File: src/rtl/bram_access_arbiter.sv
// Shares one simple-dual-port BRAM between NUM_REQ requesters. Read and write ports have independent round-robin arbiters.
// Define ARB_FIXED_PRIO_EN to get fixed lowest-index-wins priority on both ports instead.
module bram_access_arbiter #(
  parameter int NUM_REQ    = 4,
  parameter int BRAM_WIDTH = 32,
  parameter int BRAM_DEPTH = 256,
  localparam int AW        = $clog2(BRAM_DEPTH)
) (
  input  logic                          clk,
  input  logic                          rst_n,
  input  logic [NUM_REQ-1:0]            wr_req,
  input  logic [NUM_REQ*AW-1:0]         wr_addr,
  input  logic [NUM_REQ*BRAM_WIDTH-1:0] wr_data,
  output logic [NUM_REQ-1:0]            wr_gnt,
  input  logic [NUM_REQ-1:0]            rd_req,
  input  logic [NUM_REQ*AW-1:0]         rd_addr,
  output logic [NUM_REQ-1:0]            rd_gnt,
  output logic [NUM_REQ-1:0]            rd_valid,
  output logic [BRAM_WIDTH-1:0]         rd_data,
  output logic                          bram_we,
  output logic [AW-1:0]                 bram_addrin,
  output logic [BRAM_WIDTH-1:0]         bram_din,
  output logic                          bram_re,
  output logic [AW-1:0]                 bram_addrout,
  input  logic [BRAM_WIDTH-1:0]         bram_dout
);

  localparam int PW = $clog2(NUM_REQ);

  // First asserting requester found when searching upward from ptr, wrapping at NUM_REQ.
  function automatic logic [PW-1:0] rr_pick(input logic [NUM_REQ-1:0] req,
                                            input logic [PW-1:0]      ptr);
    logic [PW:0]   pos;
    logic [PW-1:0] sel;
    logic          hit;
    sel = '0;
    hit = 1'b0;
    for (int i = 0; i < NUM_REQ; i++) begin
      pos = {1'b0, ptr} + (PW+1)'(i);
      if (pos >= (PW+1)'(NUM_REQ)) pos = pos - (PW+1)'(NUM_REQ);
      if (!hit && req[pos[PW-1:0]]) begin
        hit = 1'b1;
        sel = pos[PW-1:0];
      end
    end
    return sel;
  endfunction

  function automatic logic [PW-1:0] ptr_after(input logic [PW-1:0] sel);
    logic [PW:0] nxt;
    nxt = {1'b0, sel} + (PW+1)'(1);
    return (nxt == (PW+1)'(NUM_REQ)) ? '0 : nxt[PW-1:0];
  endfunction

  logic [PW-1:0]         w_wr_ptr;
  logic [PW-1:0]         w_rd_ptr;
  logic [PW-1:0]         w_wr_sel;
  logic [PW-1:0]         w_rd_sel;
  logic [NUM_REQ-1:0]    w_wr_gnt;
  logic [NUM_REQ-1:0]    w_rd_gnt;
  logic                  w_wr_any;
  logic                  w_rd_any;
  logic [AW-1:0]         w_wr_addr_sel;
  logic [BRAM_WIDTH-1:0] w_wr_data_sel;
  logic [AW-1:0]         w_rd_addr_sel;
  logic                  w_wr_in_range;
  logic                  w_rd_in_range;

  assign w_wr_sel = rr_pick(wr_req, w_wr_ptr);
  assign w_rd_sel = rr_pick(rd_req, w_rd_ptr);

  // Grants are suppressed during reset so nothing is accepted on the release edge.
  assign w_wr_gnt = (rst_n && |wr_req) ? (NUM_REQ'(1) << w_wr_sel) : '0;
  assign w_rd_gnt = (rst_n && |rd_req) ? (NUM_REQ'(1) << w_rd_sel) : '0;
  assign w_wr_any = |w_wr_gnt;
  assign w_rd_any = |w_rd_gnt;

`ifdef ARB_FIXED_PRIO_EN
  assign w_wr_ptr = '0;
  assign w_rd_ptr = '0;
`else
  logic [PW-1:0] r_wr_ptr;
  logic [PW-1:0] r_rd_ptr;

  // NOTE: sequential state uses non-blocking assignments so all flops update from pre-edge values.
  always_ff @(posedge clk or negedge rst_n) begin
    if (!rst_n) begin
      r_wr_ptr <= '0;
      r_rd_ptr <= '0;
    end else begin
      if (w_wr_any) r_wr_ptr <= ptr_after(w_wr_sel);
      if (w_rd_any) r_rd_ptr <= ptr_after(w_rd_sel);
    end
  end

  assign w_wr_ptr = r_wr_ptr;
  assign w_rd_ptr = r_rd_ptr;
`endif

  // One-hot grants make an OR of masked lanes a plain mux.
  always_comb begin
    // NOTE: defaults before the loop keep this block free of inferred latches.
    w_wr_addr_sel = '0;
    w_wr_data_sel = '0;
    w_rd_addr_sel = '0;
    for (int i = 0; i < NUM_REQ; i++) begin
      if (w_wr_gnt[i]) begin
        w_wr_addr_sel |= wr_addr[i*AW +: AW];
        w_wr_data_sel |= wr_data[i*BRAM_WIDTH +: BRAM_WIDTH];
      end
      if (w_rd_gnt[i]) w_rd_addr_sel |= rd_addr[i*AW +: AW];
    end
  end

  // Only a non-power-of-2 depth can see addresses past the last word.
  generate
    if (BRAM_DEPTH == (1 << AW)) begin : g_pow2_depth
      assign w_wr_in_range = 1'b1;
      assign w_rd_in_range = 1'b1;
    end else begin : g_npow2_depth
      assign w_wr_in_range = (int'(w_wr_addr_sel) < BRAM_DEPTH);
      assign w_rd_in_range = (int'(w_rd_addr_sel) < BRAM_DEPTH);
    end
  endgenerate

  logic                  r_bram_we;
  logic [AW-1:0]         r_bram_addrin;
  logic [BRAM_WIDTH-1:0] r_bram_din;
  logic                  r_bram_re;
  logic [AW-1:0]         r_bram_addrout;
  logic [NUM_REQ-1:0]    r_rd_pipe;
  logic [NUM_REQ-1:0]    r_rd_valid;

  always_ff @(posedge clk or negedge rst_n) begin
    if (!rst_n) begin
      r_bram_we      <= 1'b0;
      r_bram_addrin  <= '0;
      r_bram_din     <= '0;
      r_bram_re      <= 1'b0;
      r_bram_addrout <= '0;
      r_rd_pipe      <= '0;
      r_rd_valid     <= '0;
    end else begin
      r_bram_we <= w_wr_any && w_wr_in_range;
      if (w_wr_any) begin
        r_bram_addrin <= w_wr_addr_sel;
        r_bram_din    <= w_wr_data_sel;
      end
      r_bram_re <= w_rd_any && w_rd_in_range;
      if (w_rd_any && w_rd_in_range) r_bram_addrout <= w_rd_addr_sel;
      // Valid tracks the grant even for suppressed out-of-range reads.
      r_rd_pipe  <= w_rd_gnt;
      r_rd_valid <= r_rd_pipe;
    end
  end

  assign wr_gnt       = w_wr_gnt;
  assign rd_gnt       = w_rd_gnt;
  assign rd_valid     = r_rd_valid;
  assign rd_data      = bram_dout;
  assign bram_we      = r_bram_we;
  assign bram_addrin  = r_bram_addrin;
  assign bram_din     = r_bram_din;
  assign bram_re      = r_bram_re;
  assign bram_addrout = r_bram_addrout;

endmodule

File: config.mk
export PLATFORM = sky130hd
export DESIGN_NAME = bram_access_arbiter
export DESIGN_NICKNAME = d
export VERILOG_FILES = /design/src/rtl/bram_access_arbiter.sv
export SDC_FILE = /design/constraint.sdc
export NUM_CORES = 1
export LEC_CHECK = 0
export CAP_MARGIN = 5
export CORE_AREA = 2 2 127 129
export CTS_CLUSTER_SIZE = 16
export DETAILED_ROUTE_END_ITERATION = 10
export DIE_AREA = 0 0 129 131
export SYNTH_ARGS = -nofsm -noshare
export SYNTH_HDL_FRONTEND = slang
export SYNTH_SLANG_ARGS = --single-unit
File: constraint.sdc
create_clock -name clk -period 3.76 [get_ports clk]
set_input_delay 0.376 -clock clk [delete_from_list [all_inputs] [get_ports clk]]
set_output_delay 0.376 -clock clk [all_outputs]
set_load 0.02 [all_outputs]
==> results.ini <==
[setup_path]
crit_type = input port to output port
ff2ff_path_depth = 6
crit_arrival_ns = 2.81
timing.rr.start = r_rd_ptr[1]$_DFFE_PN0P_
critPathMaxFanout = 11
worstSetupEndpointType = output port
worstPathRequired_ns = 3.38
crit_path_start_kind = input port
startpoint = wr_req[1]

[job]
drv_cap = 0

[floorplan]
die-area_mm2 = 0.0169
coreArea_mm2 = 0.0156
die_h_um = 131
start_util_pct = 23.4
rows = 46
dieWidth_um = 129
ioPinCount = 328

[logic_synthesis]
ys_async_sr_fraction_pct = 100
syn_inst = 329
synth_nets = 571
yosysWarnings = 0
synth_enable_flop_cells = 0
syn_avg_cell_area_um2 = 11.1
synth_fa_ha_area_share_pct = 2.75
yosys.area_share.simple_pct = 1.92
synth-seq-cells = 62
synth-xor-area-share_pct = 0
synth_ff_type = dfrtp_1
synthTopCellsByArea = dfrtp_1 43%, a221oi_1 12%, a22o_1 12%
synth_compound_gate_area_share_pct = 39.7
synth_top_family_by_area = compound AO/OA/AOI/OAI gates
ys_seq_area_share_pct = 42.6
synthMuxAreaShare_pct = 1.48
synth_cell_types = 33
syn_area_mm2 = 0.00365
synth_area_leader_cell = dfrtp_1
synth_top_area_share_pct = 42.6

[power_and_ir_drop]
switchingPower_mw = 1.82
power_density_mw_per_mm2 = 710
switching_share_pct = 38.9
pwr-share-clk_pct = 19.8
p_leak_nw = 2.55
seq_power_share_pct = 25.1
combPwrFrac_pct = 55.2
intPower_mw = 2.86
ir_worst_vdd_mv = 0.265

[timing]
relSlewSlack_pct = 54.9
rsz0062_at_grt = false
finalSetupTns_ns = 0
fin_crit_sh_pct = 84.8
finalSetupViolations = 0
whs_ns = 0.347
fin_crit_ns = 3.19
drv_slew = 0
skew_ns = 0.00636
fmax_mhz = 314
tightest_slew_ns = 0.674
setup_ws_ns = 0.573
final_hold_viol_count = 0

[global_route]
grt_pass1_wl_um = 23100
grt_pass1_vias = 4010
grt_max_degree = 41
grt_overflow = 0
grt_antenna_before_repair = 0
grt.total_usage_pct = 18.7

[hold_path]
hold_start = r_rd_pipe[0]$_DFF_PN0_
hold_class = flop to flop
hold_path_depth = 0

[clock_network]
cts_resized = 0
cts-buffers-inserted = 9
clock_path_buffers = 2
cts_root_buffer = clkbuf_16
tritoncts = built
path_clk_slew_ns = 0.05
cts_sinks = 62
cts.htree.levels = 3
cts_setup_buffers = 0
worstSkewPairLatency_ns = 0.34

[drt]
vias_per_cell = 5.08
wire_per_inst_um = 21.5
via_count = 3889
drtIter0Drc = 148
ant_nets = 0
drc = 0
wl_um = 16500
first_pass_iters = 5

[final_layout]
drive_gt1_share_pct = 6.36
synthToLayoutAreaGrowth_pct = 80.5
finish.net_count = 788
mostFrequentLayoutCells = 262 x clkdlybuf4s50_1, 62 x dfrtp_1, 48 x a22o_1, 48 x a221oi_1, 48 x o2bb2ai_1
n_antenna_cell = 0
fin_cells = 766
final_common_cell = clkdlybuf4s50_1

[placed_design]
hpwl_um = 12300
place.gp.congestion = 0.822
portBuffers = 263
placed_cells = 750
preCtsSetupSlack_ns = 0.541

[outcome]
outcome = finished, final reports clean

[repair_timing]
action / 4_1_cts / 5_1_grt
endpoints found under the setup margin: 0 / 0
hold buffers: 1 / 0
hold endpoints to repair: 23 / 0
[final timing paths]
kind / slack, ns / end
hold reg to reg: 0.35 / rd_valid[0]$_DFF_PN0_
setup reg to reg: 0.99 / r_rd_ptr[1]$_DFFE_PN0P_
min in group asynchronous: 0.57 / bram_din[29]$_DFFE_PN0P_
hold / removal: 0.35 / rd_valid[0]$_DFF_PN0_
max in group asynchronous: 2.31 / bram_re$_DFF_PN0_
setup / recovery: 0.57 / wr_gnt[1]
[through the flow]
| stage | power [mW] | utilization (%) | cell area, um^2 |
|---|---|---|---|
| global placement | 3.77 | 40.1 | 6250 |
| global route | 4.95 | 42.2 | 6580 |
| floorplan | 2.59 | - | 3650 |
| CTS | 4.73 | 42.2 | 6580 |
| detailed placement | 3.78 | 40.1 | 6250 |
| finish | 4.68 | 42.2 | 6580 |
[cell usage after synthesis (2+ instances only)]
| cell | count |
|---|---|
| o21a_1 | 2 |
| o2bb2ai_1 | 48 |
| ha_1 | 8 |
| buf_1 | 3 |
| o22ai_1 | 2 |
| buf_2 | 2 |
| mux2_1 | 2 |
| clkbuf_1 | 26 |
| mux2i_1 | 2 |
| nor2_1 | 4 |
| dfrtp_1 | 62 |
| nand2_1 | 2 |
| buf_4 | 36 |
| o221ai_1 | 2 |
| o22a_1 | 2 |
| a221oi_1 | 48 |
| a22o_1 | 48 |
| a21oi_1 | 4 |
| o221a_2 | 2 |
| and2_1 | 4 |
| inv_1 | 8 |
[final cells by class]
class | instances | area (um^2)
clock buffer | 12 | 256
clock inverter | 3 | 67.6
fill | 1523 | 9010
inverter | 9 | 33.8
multi-input combinational | 191 | 1680
sequential | 62 | 1550
tap | 216 | 270
timing repair buffer | 273 | 2720
[power groups by stage]
stage / Clock, mW / Combinational [mW] / Sequential, mW
after global placement: 0 / 2.59 / 1.18
final: 0.924 / 2.58 / 1.17
after floorplan: 0 / 1.10 / 1.49
after detailed placement: 0 / 2.60 / 1.17
after global routing: 0.976 / 2.76 / 1.21
after CTS: 0.949 / 2.61 / 1.17
[critical path, cell delays in order]
cell and delay, ns:
clkdlybuf4s50_1 0.57, a21boi_0 0.22, o221ai_1 0.24, inv_1 0.15
ha_2 0.38, inv_1 0.10, nor2_1 0.12, clkdlybuf4s50_1 0.65
[cell families (layout without fill, tap and decap cells)]
| kind of cell | Yosys count | in the layout |
|---|---|---|
| and+or+nand+nor | 13 | 13 |
| AOI/OAI and AO/OA | 165 | 165 |
| adders and majority gates | 8 | 8 |
| muxes | 5 | 5 |
| DFF | 62 | 62 |
| buffers and inverters | 76 | 297 |
[sequential cells by signal, summed over array words and instances, names as in the netlist]
name          flops
r_rd_ptr          2
r_wr_ptr          2
bram_addrin       8
r_rd_pipe         4
rd_valid          4
bram_re           1
bram_addrout      8
bram_we           1
bram_din         32
[layer usage]
metal	track usage, %	wire length, um
met2	33.3	8410
met3	6.11	1480
met5	0	0
met4	9.14	564
met1	20.1	6020
Power figures use the tool's default switching activity.
==> RTL edit 1 (same flow settings) <==
`BRAM_WIDTH`: 32 -> 28.
--- a/src/rtl/bram_access_arbiter.sv
+++ b/src/rtl/bram_access_arbiter.sv
@@ -2,7 +2,7 @@
 // Define ARB_FIXED_PRIO_EN to get fixed lowest-index-wins priority on both ports instead.
 module bram_access_arbiter #(
   parameter int NUM_REQ    = 4,
-  parameter int BRAM_WIDTH = 32,
+  parameter int BRAM_WIDTH = 28,
   parameter int BRAM_DEPTH = 256,
   localparam int AW        = $clog2(BRAM_DEPTH)
 ) (
Ports: changed (resized bram_din, bram_dout, rd_data and wr_data); port bits go from 328 to 300. No check against the original RTL was run, so the function may have changed too.
==> RTL edit 1 against the original RTL <==
Design area decreased by 6.3%; synthesized area decreased by 6.1%; worst hold slack got worse by 120 ps; global-route usage decreased by 2.6 points; utilization decreased by 2.7 points; clock power increased by 0.4%; non-clock buffer count decreased by 20; wire length decreased by 15%; sequential cell count decreased by 4; total power decreased by 6.9%; fmax decreased by 6.0%; combinational power decreased by 9.7%; setup slack got worse by 200 ps; highest routed layer unchanged.
==> RTL edit 1: results (changes against the original RTL) <==
stage,metric,value,unit,change
cells_and_area,layout cells sized above 1,6.21,%,-0.15 points
yosys,top cell type's share of synthesized area,42.4,%,-0.16 points
yosys,Synth Area in Adders,2.92,%,+0.18 points
grt,met2 Usage GRT,29.3,%,-4.0 points
setup_path,R2R cell count,7,,+1
cells_and_area,Final clock-cell share,5.42,%,+0.49 points
cells_and_area,register area,1450,um2,-6.5%
power_and_ir_drop,P_sw,0.00163,W,-10%
clock_tree,Clock Latency Late Sink,320,ps,-20 ps
grt,routing usage on met1,18.0,%,-2.1 points
drt,metal2 WL,7.33,mm,-13%
clock_tree,hold buffer count at cts,0,,-1
timing,clock skew,4.27,ps,-2.09 ps
place,routability cong.,0.762,,-7.4%
setup_path,WP data arrival,3010,ps,+200 ps
grt,largest net degree at the start of global routing,37,,-9.8%
power_and_ir_drop,maximum VDD drop,0.298,mV,+12%
drt,total wire length,13.9,mm,-15%
grt,number of global-route vias before repair,3768,,-6.0%
place,cell area after placement,5830,um2,-6.6%
cells_and_area,max reg flops,28,,-13%
outcome,status,"complete, no violations",,
cells_and_area,Multi-In Gates,179,,-6.3%
timing,fmax,295,MHz,-6.0%
yosys,sequential area share after synthesis,42.4,%,-0.16 points
place,Placed Cells,715,,-4.7%
power_and_ir_drop,Pleak,2.40,nW,-5.7%
drt,drt pass-1 iters,4,,-1
worst_hold_path,Hold Path Class,input port to asynchronous set/reset pin,,
yosys,Commonest cells post-synth,"dfrtp_1 (58), a221oi_1 (44), a22o_1 (44), o2bb2ai_1 (44), buf_4 (29)",,
grt,Total GRT Usage,16.1,%,-2.6 points
cells_and_area,Fillers,1550,,+1.8%
[RTL edit 1: changes by cell type in the layout (fill, tap and decap cells not counted), moves of 2 or more]
cell             unedited run  this run
clkdlybuf4s50_1           262       242
a221oi_1                   48        44
a22o_1                     48        44
dfrtp_1                    62        58
ha_1                        4         8
ha_2                        4         0
o2bb2ai_1                  48        44
clkinv_2                    0         3
clkbuf_8                    2         0
o221a_1                     0         2
o221a_2                     2         0
[RTL edit 1: critical path, stage by stage]
cell and delay (ps):
clkdlybuf4s50_1 580, a21oi_1 110, o21a_1 190, o22ai_1 210, ha_1 660, inv_1 130
nor2_1 140, clkdlybuf4s50_1 610
[RTL edit 1: per-stage QoR]
stage | util (%) | total power [W]
floorplan | - | 0.00242
global placement | 37.4 | 0.00342
detailed placement | 37.4 | 0.00345
CTS | 39.5 | 0.00442
global route | 39.5 | 0.00462
finish | 39.5 | 0.00435
==> RTL edit 2 (config.mk and constraints unchanged) <==
Made on the original files. Reset style: synchronous (`rst_n`), changed in 2 clocked blocks.
--- a/src/rtl/bram_access_arbiter.sv
+++ b/src/rtl/bram_access_arbiter.sv
@@ -83,7 +83,7 @@
   logic [PW-1:0] r_rd_ptr;
 
   // NOTE: sequential state uses non-blocking assignments so all flops update from pre-edge values.
-  always_ff @(posedge clk or negedge rst_n) begin
+  always_ff @(posedge clk) begin
     if (!rst_n) begin
       r_wr_ptr <= '0;
       r_rd_ptr <= '0;
@@ -131,7 +131,7 @@
   logic [NUM_REQ-1:0]    r_rd_pipe;
   logic [NUM_REQ-1:0]    r_rd_valid;
 
-  always_ff @(posedge clk or negedge rst_n) begin
+  always_ff @(posedge clk) begin
     if (!rst_n) begin
       r_bram_we      <= 1'b0;
       r_bram_addrin  <= '0;
Function: differs if rst_n is asserted again (counterexample within 4 cycles, from zero or initial values and one cycle with rst_n low); with rst_n held inactive, the same outputs for 10 cycles.
==> RTL edit 2 against the original RTL <==
Clock skew down 0.80 ps; synthesized cell count increased by 23%; largest cell class unchanged; count of clock-buffer cells in the layout increased by 1; wire length is 18% lower; design area fell by 2.6%; fmax is 0.52% lower; critical path depth did not move; die area unchanged; worst hold slack improved by 79 ps; setup slack got worse by 17 ps; synthesized area decreased by 1.2%; register-to-register slack worse by 110 ps; sequential cell count stayed put; critical endpoint is now rd_gnt[1].
Power is not compared: it rests on default switching activity, and its combinational part moved more than twofold at a synthesized area within 25%.
==> RTL edit 2: results (changes against the original RTL) <==
stage,metric,value,unit,change
yosys,sequential area share after synthesis,34.5,%,-8.1 points
drt,total wire length,13.5,mm,-18%
cells_and_area,Fillers,1549,,+1.7%
yosys,Synth Area in Adders,2.78,%,+0.033 points
place,routability cong.,0.831,,+1.0%
cells_and_area,CLK BUF,13,,+1
yosys,asr flop ratio synth,0,%,-100 points
worst_hold_path,hold path depth,1,,+1
grt,routing usage on met1,16.0,%,-4.1 points
yosys,Commonest cells post-synth,"a22oi_1 (96), dfxtp_1 (62), nand3_1 (40), o211a_1 (40), buf_4 (33)",,
outcome,status,"complete, no violations",,
timing,post-layout min period,3200,ps,+16.7 ps
grt,met2 Usage GRT,27.8,%,-5.5 points
clock_tree,Clock Latency Late Sink,320,ps,-20 ps
drt,DR iter-0 viols,163,,+10%
cells_and_area,Area Overhead vs Synth,77.9,%,
yosys,main area contributors after synthesis,"dfxtp_1 (34%), a22oi_1 (20%), o211a_1 (11%)",,
timing,clock skew,5.56,ps,-0.803 ps
cells_and_area,layout cells sized above 1,5.02,%,-1.3 points
cells_and_area,multi-input combinational area share,29.3,%,+3.8 points
setup_path,worst-path maximum fanout,9,,-2
place,Placed Cells,820,,+9.3%
cells_and_area,Multi-In Gates,258,,+35%
cells_and_area,fin nets,857,,+8.8%
timing,measured slew at the worst slew-check pin,666,ps,-7.90 ps
cells_and_area,Seq area share,19.4,%,-4.2 points
grt,Total GRT Usage,15.3,%,-3.5 points
cells_and_area,inverters,11,,+2
yosys,Synth Area in Compound Gates,37.5,%,-2.2 points
cells_and_area,signal buffers share of area,42.2,%,+0.84 points
place,cell area after placement,6130,um2,-1.8%
## RTL edit 2: cell types whose count changed in the layout (fill, tap and decap cells not counted), sizes merged, moves of 40 or more
cell / before / now
nand3: 0 / 40
a221oi: 48 / 0
a22oi: 0 / 96
dfrtp: 62 / 0
dfxtp: 0 / 62
o2bb2ai: 48 / 0
a22o: 48 / 0
o211a: 0 / 40
## RTL edit 2: worst paths after layout
check	slack, ps	end	startpoint
worst min-delay path	430	rd_valid[1]	r_rd_pipe[1]
worst min register to register	430	rd_valid[1]	r_rd_pipe[1]
worst max register to register	880	bram_din[6]	r_wr_ptr[1]
worst max-delay path	560	rd_gnt[1]	rd_req[0]
## RTL edit 2: routing by layer
layer | vias up | part of all wire (%)
li1 | 1924 | -
met1 | 1866 | 38
met4 | 0 | 2.6
met2 | 202 | 51
met3 | 31 | 8.5
met5 | - | 0
